`src/rtl/bcd_stopwatch_ctrl_pkg.sv`:
```
// Shared types and constants for the BCD stopwatch controller.
package bcd_stopwatch_ctrl_pkg;

  typedef enum logic [1:0] {
    ST_IDLE  = 2'd0,
    ST_RUN   = 2'd1,
    ST_PAUSE = 2'd2,
    ST_FULL  = 2'd3
  } state_t;

  localparam logic [3:0] DIGIT_MAX        = 4'd9;
  localparam int         NUM_DIGITS       = 4;
  localparam int         TICK_DIV_DEFAULT = 100000;
  // Wide enough for a prescaler terminal value of 2^20 - 1.
  localparam int         PRESC_W          = 21;

endpackage

```
`src/rtl/bcd_stopwatch_ctrl_if.sv`:
```
// Control pulses in, display/status out, plus the FSM state for observation.
interface bcd_stopwatch_ctrl_if;
  import bcd_stopwatch_ctrl_pkg::*;

  // start_stop, clear and lap are single-cycle pulses sampled on the rising
  // clock edge; there is no back-pressure, every pulse is acted on at once.
  logic                      start_stop;
  logic                      clear;
  logic                      lap;
  logic [4*NUM_DIGITS-1:0]   digits;
  logic                      running;
  logic                      frozen;
  logic                      overflow;
  logic                      tick;
  state_t                    state;

  modport master (
    output start_stop, clear, lap,
    input  digits, running, frozen, overflow, tick, state
  );

  modport slave (
    input  start_stop, clear, lap,
    output digits, running, frozen, overflow, tick, state
  );

endinterface

```
`src/rtl/bcd_stopwatch_ctrl_digit_cell.sv`:
```
// One BCD decade: registered digit 0..9 with combinational carry-out.
module bcd_digit_cell
  import bcd_stopwatch_ctrl_pkg::*;
(
  input  logic       clk,
  input  logic       rst,
  input  logic       clear,
  input  logic       inc,
  output logic [3:0] digit,
  output logic       carry
);

  always_ff @(posedge clk or posedge rst) begin
    if (rst) begin
      digit <= 4'd0;
    end else if (clear) begin
      digit <= 4'd0;
    end else if (inc) begin
      digit <= (digit == DIGIT_MAX) ? 4'd0 : digit + 4'd1;
    end
  end

  assign carry = inc && (digit == DIGIT_MAX);

endmodule

```
`src/rtl/bcd_stopwatch_ctrl.sv`:
```
// Four-digit BCD stopwatch: prescaler, run/pause/full FSM, lap freeze.
module bcd_stopwatch_ctrl
  import bcd_stopwatch_ctrl_pkg::*;
#(
  parameter int TICK_DIV = TICK_DIV_DEFAULT
) (
  input logic                 clk,
  input logic                 rst,
  bcd_stopwatch_ctrl_if.slave sw
);

  localparam logic [PRESC_W-1:0] PRESC_LAST = PRESC_W'(TICK_DIV - 1);

  state_t                  state;
  state_t                  next_state;
  logic [PRESC_W-1:0]      presc;
  logic [4*NUM_DIGITS-1:0] count;
  logic [4*NUM_DIGITS-1:0] lap_reg;
  logic                    frozen;
  logic                    tick;
  logic                    inc_evt;
  logic                    all_nines;
  logic                    full_hit;
  logic                    top_carry;
  logic [NUM_DIGITS-1:0]   chain;

  // Clear wins over a coincident increment, so it also suppresses Tick.
  assign inc_evt   = (state == ST_RUN) && (presc == PRESC_LAST) && !sw.clear;
  assign all_nines = (count == {NUM_DIGITS{DIGIT_MAX}});
  assign full_hit  = inc_evt && all_nines;
  assign chain[0]  = inc_evt && !all_nines;

  for (genvar i = 0; i < NUM_DIGITS; i++) begin : g_digit
    logic cout;
    bcd_digit_cell u_cell (
      .clk   (clk),
      .rst   (rst),
      .clear (sw.clear),
      .inc   (chain[i]),
      .digit (count[4*i +: 4]),
      .carry (cout)
    );
    if (i < NUM_DIGITS - 1) begin : g_link
      assign chain[i+1] = cout;
    end else begin : g_top
      assign top_carry = cout;
    end
  end

  always_ff @(posedge clk or posedge rst) begin
    if (rst) state <= ST_IDLE;
    else     state <= next_state;
  end

  always_comb begin
    next_state = state;
    if (sw.clear) begin
      next_state = ST_IDLE;
    end else begin
      case (state)
        ST_IDLE:  if (sw.start_stop) next_state = ST_RUN;
        ST_RUN: begin
          if (full_hit)           next_state = ST_FULL;
          else if (sw.start_stop) next_state = ST_PAUSE;
        end
        ST_PAUSE: if (sw.start_stop) next_state = ST_RUN;
        ST_FULL:  next_state = ST_FULL;
        default:  next_state = ST_IDLE;
      endcase
    end
  end

  always_ff @(posedge clk or posedge rst) begin
    if (rst) begin
      presc <= '0;
    end else if (sw.clear) begin
      presc <= '0;
    end else if (state == ST_RUN) begin
      presc <= (presc == PRESC_LAST) ? '0 : presc + 1'b1;
    end
  end

  always_ff @(posedge clk or posedge rst) begin
    if (rst) tick <= 1'b0;
    else     tick <= inc_evt;
  end

  // The lap register samples the pre-increment count on the capture edge.
  always_ff @(posedge clk or posedge rst) begin
    if (rst) begin
      frozen  <= 1'b0;
      lap_reg <= '0;
    end else if (sw.clear) begin
      frozen  <= 1'b0;
      lap_reg <= '0;
    end else if (full_hit) begin
      frozen  <= 1'b0;
    end else if ((state == ST_RUN) && sw.lap) begin
      if (frozen) begin
        frozen  <= 1'b0;
      end else begin
        frozen  <= 1'b1;
        lap_reg <= count;
      end
    end
  end

  // Saturation gates the chain input, so the top digit must never carry out.
  a_no_wrap: assert property (@(posedge clk) disable iff (rst) !top_carry);

  assign sw.digits   = frozen ? lap_reg : count;
  assign sw.running  = (state == ST_RUN);
  assign sw.overflow = (state == ST_FULL);
  assign sw.frozen   = frozen;
  assign sw.tick     = tick;
  assign sw.state    = state;

endmodule
```
`src/flat_wrapper.sv`:
```
// flat-port wrapper written by rule: the top's interface ports become plain ports
module bcd_stopwatch_ctrl_flat import bcd_stopwatch_ctrl_pkg::*;
#(
  parameter int TICK_DIV = TICK_DIV_DEFAULT
)
  (clk, rst, sw_start_stop, sw_clear, sw_lap, sw_digits, sw_running, sw_frozen, sw_overflow, sw_tick, sw_state);
  bcd_stopwatch_ctrl_if sw_i ();
  input logic clk;
  input logic rst;
  input wire logic [$bits(sw_i.start_stop)-1:0] sw_start_stop;
  input wire logic [$bits(sw_i.clear)-1:0] sw_clear;
  input wire logic [$bits(sw_i.lap)-1:0] sw_lap;
  output wire logic [$bits(sw_i.digits)-1:0] sw_digits;
  output wire logic [$bits(sw_i.running)-1:0] sw_running;
  output wire logic [$bits(sw_i.frozen)-1:0] sw_frozen;
  output wire logic [$bits(sw_i.overflow)-1:0] sw_overflow;
  output wire logic [$bits(sw_i.tick)-1:0] sw_tick;
  output wire logic [$bits(sw_i.state)-1:0] sw_state;
  assign sw_i.start_stop = sw_start_stop;
  assign sw_i.clear = sw_clear;
  assign sw_i.lap = sw_lap;
  assign sw_digits = sw_i.digits;
  assign sw_running = sw_i.running;
  assign sw_frozen = sw_i.frozen;
  assign sw_overflow = sw_i.overflow;
  assign sw_tick = sw_i.tick;
  assign sw_state = sw_i.state;
  bcd_stopwatch_ctrl #(.TICK_DIV(TICK_DIV)) u_core (.clk(clk), .rst(rst), .sw(sw_i));
endmodule
```
`config.mk`:
```
export PLATFORM = sky130hd
export DESIGN_NAME = bcd_stopwatch_ctrl_flat
export DESIGN_NICKNAME = d
export VERILOG_FILES = /design/src/rtl/bcd_stopwatch_ctrl_pkg.sv /design/src/rtl/bcd_stopwatch_ctrl_if.sv /design/src/rtl/bcd_stopwatch_ctrl_digit_cell.sv /design/src/rtl/bcd_stopwatch_ctrl.sv /design/src/flat_wrapper.sv
export SDC_FILE = /design/constraint.sdc
export NUM_CORES = 1
export LEC_CHECK = 0
export ABC_AREA = 1
export BUFFER_PORTS_ARGS = -buffer_cell sky130_fd_sc_hd__buf_2
export CAP_MARGIN = 15
export CELL_PAD_IN_SITES_DETAIL_PLACEMENT = 1
export CELL_PAD_IN_SITES_GLOBAL_PLACEMENT = 2
export CORE_UTILIZATION = 36
export CTS_BUF_LIST = sky130_fd_sc_hd__clkbuf_4
export DETAILED_ROUTE_END_ITERATION = 8
export PLACE_DENSITY = 0.81
export SETUP_SLACK_MARGIN = 0.05
export SYNTH_ARGS = -nofsm -noshare
export SYNTH_HDL_FRONTEND = slang
export SYNTH_HIERARCHICAL = 1
export SYNTH_SLANG_ARGS = --single-unit
```
`constraint.sdc`:
```
create_clock -name clk -period 3.5 [get_ports clk]
set_clock_uncertainty 0.2 [all_clocks]
set_input_delay 0.175 -clock clk [delete_from_list [all_inputs] [get_ports clk]]
set_output_delay 0.175 -clock clk [all_outputs]
set_load 0.1 [all_outputs]
```
Yosys cells after proc, flatten, opt, wreduce, memory -nomap -nowiden
Cells that the tools add are included.
- add/subtract/negate cells: 5
- eq/ne operators: 12
- muxes and demuxes: 28
- reductions and logical operators: 21
- operators with widths (operator ; count):
    two-way mux 16 bit ; 4
    two-way mux 21 bit ; 3
    two-way mux 4 bit ; 12
    adder 21 x 1 -> 21 bit (second input constant) ; 1
    equality test 21 x 17 -> 1 bit (second input constant) ; 1
    adder 4 x 1 -> 4 bit (second input constant) ; 4
    equality test 16 bit (second input constant) ; 1
    equality test 4 bit (second input constant) ; 4
    nonzero test 2 bit ; 6
    logical AND 1 bit ; 8
    two-way mux 2 bit ; 4
    case mux 2 bit (3 select lines) ; 1
    equality test 2 bit (second input constant) ; 2
    two-way mux 1 bit ; 4
    inequality test 4 x 3 -> 1 bit (second input constant) ; 1
    AND reduction 2 bit ; 2
    inequality test 3 x 1 -> 1 bit (second input constant) ; 1
    nonzero test 3 bit ; 1
    equality test 2 x 1 -> 1 bit (second input constant) ; 1
    zero test 1 bit ; 2
    zero test 2 bit ; 1
    inequality test 2 bit (second input constant) ; 1
    OR reduction 2 bit ; 1
- register bits: 57
- output and inout port bits: 22
- word-level logic and storage cells: 75

Longest topological paths before layout
- depth after elaboration: 9
- mapped depth: 18
- mapped depth without buffers: 18

Hierarchy
The synthesis kept the hierarchy.
- modules (own cells, without submodules) (module ; times used ; cells each ; area an instance (um^2) ; sequential area each (um^2)):
    bcd_stopwatch_ctrl ; 1 ; 368 ; 2538.7 ; 1026.0
    bcd_digit_cell ; 4 ; 37 ; 269.0 ; 100.1

Worst setup path after synthesis
OpenSTA, ideal clock, no wires.
- kind: register -> register
- start: register u_core.state[0], in the netlist u_core/sw.state[0]
- end: register u_core.g_digit[3].u_cell.digit[2]
- arrival time: 2.766 ns
- path slack: 0.415 ns
- cell stages (with the launch flop): 16
- path through: dfrtp_1 nand2_1 nor2_1 clkinv_1 nor3_1 inv_2 nor2_1 inv_2 nor2_1 inv_2 nor2_1 inv_2 nand2_2 nand3_1 nand2_1 nor2_1
- longest elaborated chain between the ends: 8
- ends and longest elaborated chain (what ; line ; RTL):
    start, declared ; bcd_stopwatch_ctrl.sv:14 ; state_t state;
    start signal, assigned ; bcd_stopwatch_ctrl.sv:52 ; else state <= next_state;
    equality test 2 x 1 -> 1 bit ; bcd_stopwatch_ctrl.sv:28 ; assign inc_evt = (state == ST_RUN) && (presc == PRESC_LAST) && !sw.clear;
    logical AND 1 bit (2 in a row) ; bcd_stopwatch_ctrl.sv:28 ;
    logical AND 1 bit ; bcd_stopwatch_ctrl.sv:31 ; assign chain[0] = inc_evt && !all_nines;
    via u_core.chain[0] ; bcd_stopwatch_ctrl.sv:25 ; logic [NUM_DIGITS-1:0] chain;
    logical AND 1 bit ; bcd_stopwatch_ctrl_digit_cell.sv:23 ; assign carry = inc && (digit == DIGIT_MAX);
    via u_core.chain[1] ; bcd_stopwatch_ctrl.sv:25 ;
    logical AND 1 bit ; bcd_stopwatch_ctrl_digit_cell.sv:23 ;
    via u_core.chain[2] ; bcd_stopwatch_ctrl.sv:25 ;
    logical AND 1 bit ; bcd_stopwatch_ctrl_digit_cell.sv:23 ;
    via u_core.chain[3] ; bcd_stopwatch_ctrl.sv:25 ;
    nonzero test 2 bit (no source line) ; -- ;
    end signal, assigned ; bcd_stopwatch_ctrl_digit_cell.sv:19 ; digit <= (digit == DIGIT_MAX) ? 4'd0 : digit + 4'd1;
    end, declared ; bcd_stopwatch_ctrl_digit_cell.sv:9 ; output logic [3:0] digit,
The timed path passes the listed nets, and every way through them passes these cells.
A chain may end at the register's enable or synchronous reset.

Worst setup path in the final report
- start: register u_core.presc[0]
- end: register u_core.g_digit[3].u_cell.digit[0]
- longest elaborated chain between the ends: 8
- ends and longest elaborated chain (what ; line ; RTL):
    start, declared ; bcd_stopwatch_ctrl.sv:16 ; logic [PRESC_W-1:0] presc;
    start signal, assigned ; bcd_stopwatch_ctrl.sv:79 ; presc <= (presc == PRESC_LAST) ? '0 : presc + 1'b1;
    equality test 21 x 17 -> 1 bit ; bcd_stopwatch_ctrl.sv:28 ;
    logical AND 1 bit (2 in a row) ; bcd_stopwatch_ctrl.sv:28 ;
    logical AND 1 bit ; bcd_stopwatch_ctrl.sv:31 ;
    via u_core.chain[0] ; bcd_stopwatch_ctrl.sv:25 ;
    logical AND 1 bit ; bcd_stopwatch_ctrl_digit_cell.sv:23 ;
    via u_core.chain[1] ; bcd_stopwatch_ctrl.sv:25 ;
    logical AND 1 bit ; bcd_stopwatch_ctrl_digit_cell.sv:23 ;
    via u_core.chain[2] ; bcd_stopwatch_ctrl.sv:25 ;
    logical AND 1 bit ; bcd_stopwatch_ctrl_digit_cell.sv:23 ;
    via u_core.chain[3] ; bcd_stopwatch_ctrl.sv:25 ;
    nonzero test 2 bit (no source line) ; -- ;
The timed path passes the listed nets, and every way through them passes these cells.

==> summary.md <==
| Metric | Value |
|---|---|
| Clock Latency Late Sink | between 0.4 and 0.5 ns |
| Cells after Synth | a little over 500 |
| Share of layout cells above drive strength 1 | between 15 and 20% |
| First-pass detailed-route iteration total | 4 |
| Die ar. | 10400 µm² |
| FMAX | 346 MHz |
| Arr. time, crit path | about 3.0 ns |
| Min cycle time layout | 2.89 ns |
| Int Power | between 0.9 and 1 mW |
| Nets | roughly 560 |
| Sw Share | a little under 30% |
| Class of the worst hold path | input port to async pin |
| Final Hold Slack | between 0.04 and 0.05 ns |
| I/O pins | 27 |
| Syn_area_per_cell | approximately 7 µm² |
| CTS clock-pin slew for the worst setup and hold paths | 0.12 ns |
| Total gr overflow | 0 |
| Worst Setup End Kind | register |
| Switching power | around 0.38 mW |
| Root Driver | clkbuf_4 |
| Pre-CTS WS | about 0.67 ns |
| Final setup TNS | 0 ns |
| Port Buf Inserts | 26 |
| Final core area utilization | 41.6% |
| Routed wire length | between 9000 and 10000 µm |
| Final setup fails | 0 |
| DP HPWL | roughly 7300 µm |
| Final worst slack | 0.613 ns |
| Power Total | ~1.3 mW |
| Critical Path RT | ~3.6 ns |
| Post-DRT Antenna Nets | 0 |
| Max-Cap Viols | 0 |
| Post-route DRC violation count | 0 |
| Logic pwr share | ~11% |
| Slew Viols, Final | 0 |
| Via density | 4.95 |
| First-pass GRT wire length | between 15000 and 20000 µm |
| Clock power share | between 30% and 40% |
| Die H | a little over 100 µm |
| Row count | 36 |
| RD Place Congestion | approximately 0.80 |
| Post-route cell area | 4040 µm² |
| CTS buffer count | 9 |
| WL per Instance | ~14 µm |
| Vias | 3409 |
| CTS tree | built |
| Part of the power in registers | between 50% and 60% |
| Worst-margin pin slew | roughly 0.84 ns |
| Status | completed |
| Layout area overhead | 12.0% |
| Synth Cell Area | approximately 3600 µm² |
| Rel. slew slack | 43.6% |
| Initial Utilization | between 30% and 40% |
| CP max FO | 5 |
| Startpoint type of the worst setup path | register |
| Hold Fails Final Rpt | 0 |
| Post-CTS Setup Inserts | 0 |
| Max IR drop VDD | 0.131 mV |
| Number of flip-flops in the largest register | 21 |
| DRT iter0 DRCs | roughly 120 |
| Fin crit share | just over 80% |
| Antenna cell count | 0 |
| Leak pwr | 2.03 nW |
| H-tree depth | 3 |
| GRT Total Usage | between 20% and 30% |
| Clk buf depth | 2 |
| Vias in the first global route | ~3300 |
| DP Area | between 3000 and 4000 µm² |
| Post-route insts no fill | 688 |
| Synthesized Nets | 529 |
| Largest net degree at the start of global routing | 24 |
| Crit path kind | register to register |
| Die width | a little over 100 µm |
| # placed instances | about 670 |
| Initial antenna violation count | 0 |
| Core area | ~9700 µm² |
| Pwr Density | 323 nW/µm² |
| RSZ-0062 raised after global routing | false |
| Number of warnings issued by yosys | 6 |
| CTS Sinks | 57 |
==> area by class of cell <==
type / count / area (µm²)
clock buffer: 11 / 82.6
inverter: 72 / 270
sequential: 57 / 1430
timing repair buffer: 35 / 208
multi-input combinational: 375 / 1840
tap: 133 / 166
clock inverter: 5 / 46.3
fill: 1303 / 5690
==> critical path, stage by stage, from the launching register on <==
cell	delay [ns]
dfrtp_1	0.40
ha_1	0.24
nand3_2	0.12
nor2_2	0.13
nand3_2	0.15
nor3_1	0.32
inv_2	0.11
nor2_1	0.19
inv_2	0.08
nor2_1	0.19
inv_2	0.08
nor2_1	0.17
nand2_1	0.08
nor2_2	0.17
nand2_1	0.08
o21ai_1	0.09
==> routing by layer <==
| metal | track usage, % | share of wire, % |
|---|---|---|
| met5 | 0 | 0 |
| met3 | 3.08 | 3.0 |
| met2 | 31.1 | 44 |
| met1 | 29.2 | 52 |
| met4 | 6.59 | 1.1 |
==> power by group through the flow <==
stage / Sequential, mW / Clock (mW) / Combinational (mW)
floorplan: 0.708 / 0 / 0.0858
finish: 0.679 / 0.484 / 0.145
global placement: 0.690 / 0 / 0.143
CTS: 0.679 / 0.501 / 0.148
detailed placement: 0.692 / 0 / 0.144
global route: 0.680 / 0.525 / 0.159
==> worst paths after layout <==
| kind | slack (ns) | end | from | cells after the start |
|---|---|---|---|---|
| worst max-delay path | 0.61 | u_core/g_digit[3].u_cell/digit[0]$_DFFE_PP0P_ | u_core/presc[0]$_DFFE_PP0P_ | 15 |
| worst min-delay path | 0.05 | u_core/g_digit[3].u_cell/digit[3]$_DFFE_PP0P_ | rst | 3 |
| worst max register to register | 0.61 | u_core/g_digit[3].u_cell/digit[0]$_DFFE_PP0P_ | u_core/presc[0]$_DFFE_PP0P_ | 15 |
| worst min register to register | 0.28 | u_core/lap_reg[1]$_DFFE_PP0P_ | u_core/lap_reg[1]$_DFFE_PP0P_ | 2 |
| max in group asynchronous | 1.93 | u_core/lap_reg[8]$_DFFE_PP0P_ | rst | 4 |
| min in group clk | 0.28 | u_core/lap_reg[1]$_DFFE_PP0P_ | u_core/lap_reg[1]$_DFFE_PP0P_ | 2 |
==> layout by cell type, fill, tap and decap left out, drive strengths merged <==
cell / n
nor3: 11
ha: 9
dlygate4sd3: 4
dfrtp: 57
xor2: 6
bufinv: 1
clkbuf: 11
nand2: 171
inv: 70
o21ai: 21
nand4: 10
nand3: 56
o21a: 1
a21oi: 25
buf: 31
xnor2: 1
nor2: 64
clkinv: 6
==> timing repair <==
item	4_1_cts	5_1_grt
hold buffers	4	0
resized for setup	0	0
endpoints found under the hold margin	42	0
Note: power is estimated with default switching activity, not from simulation.
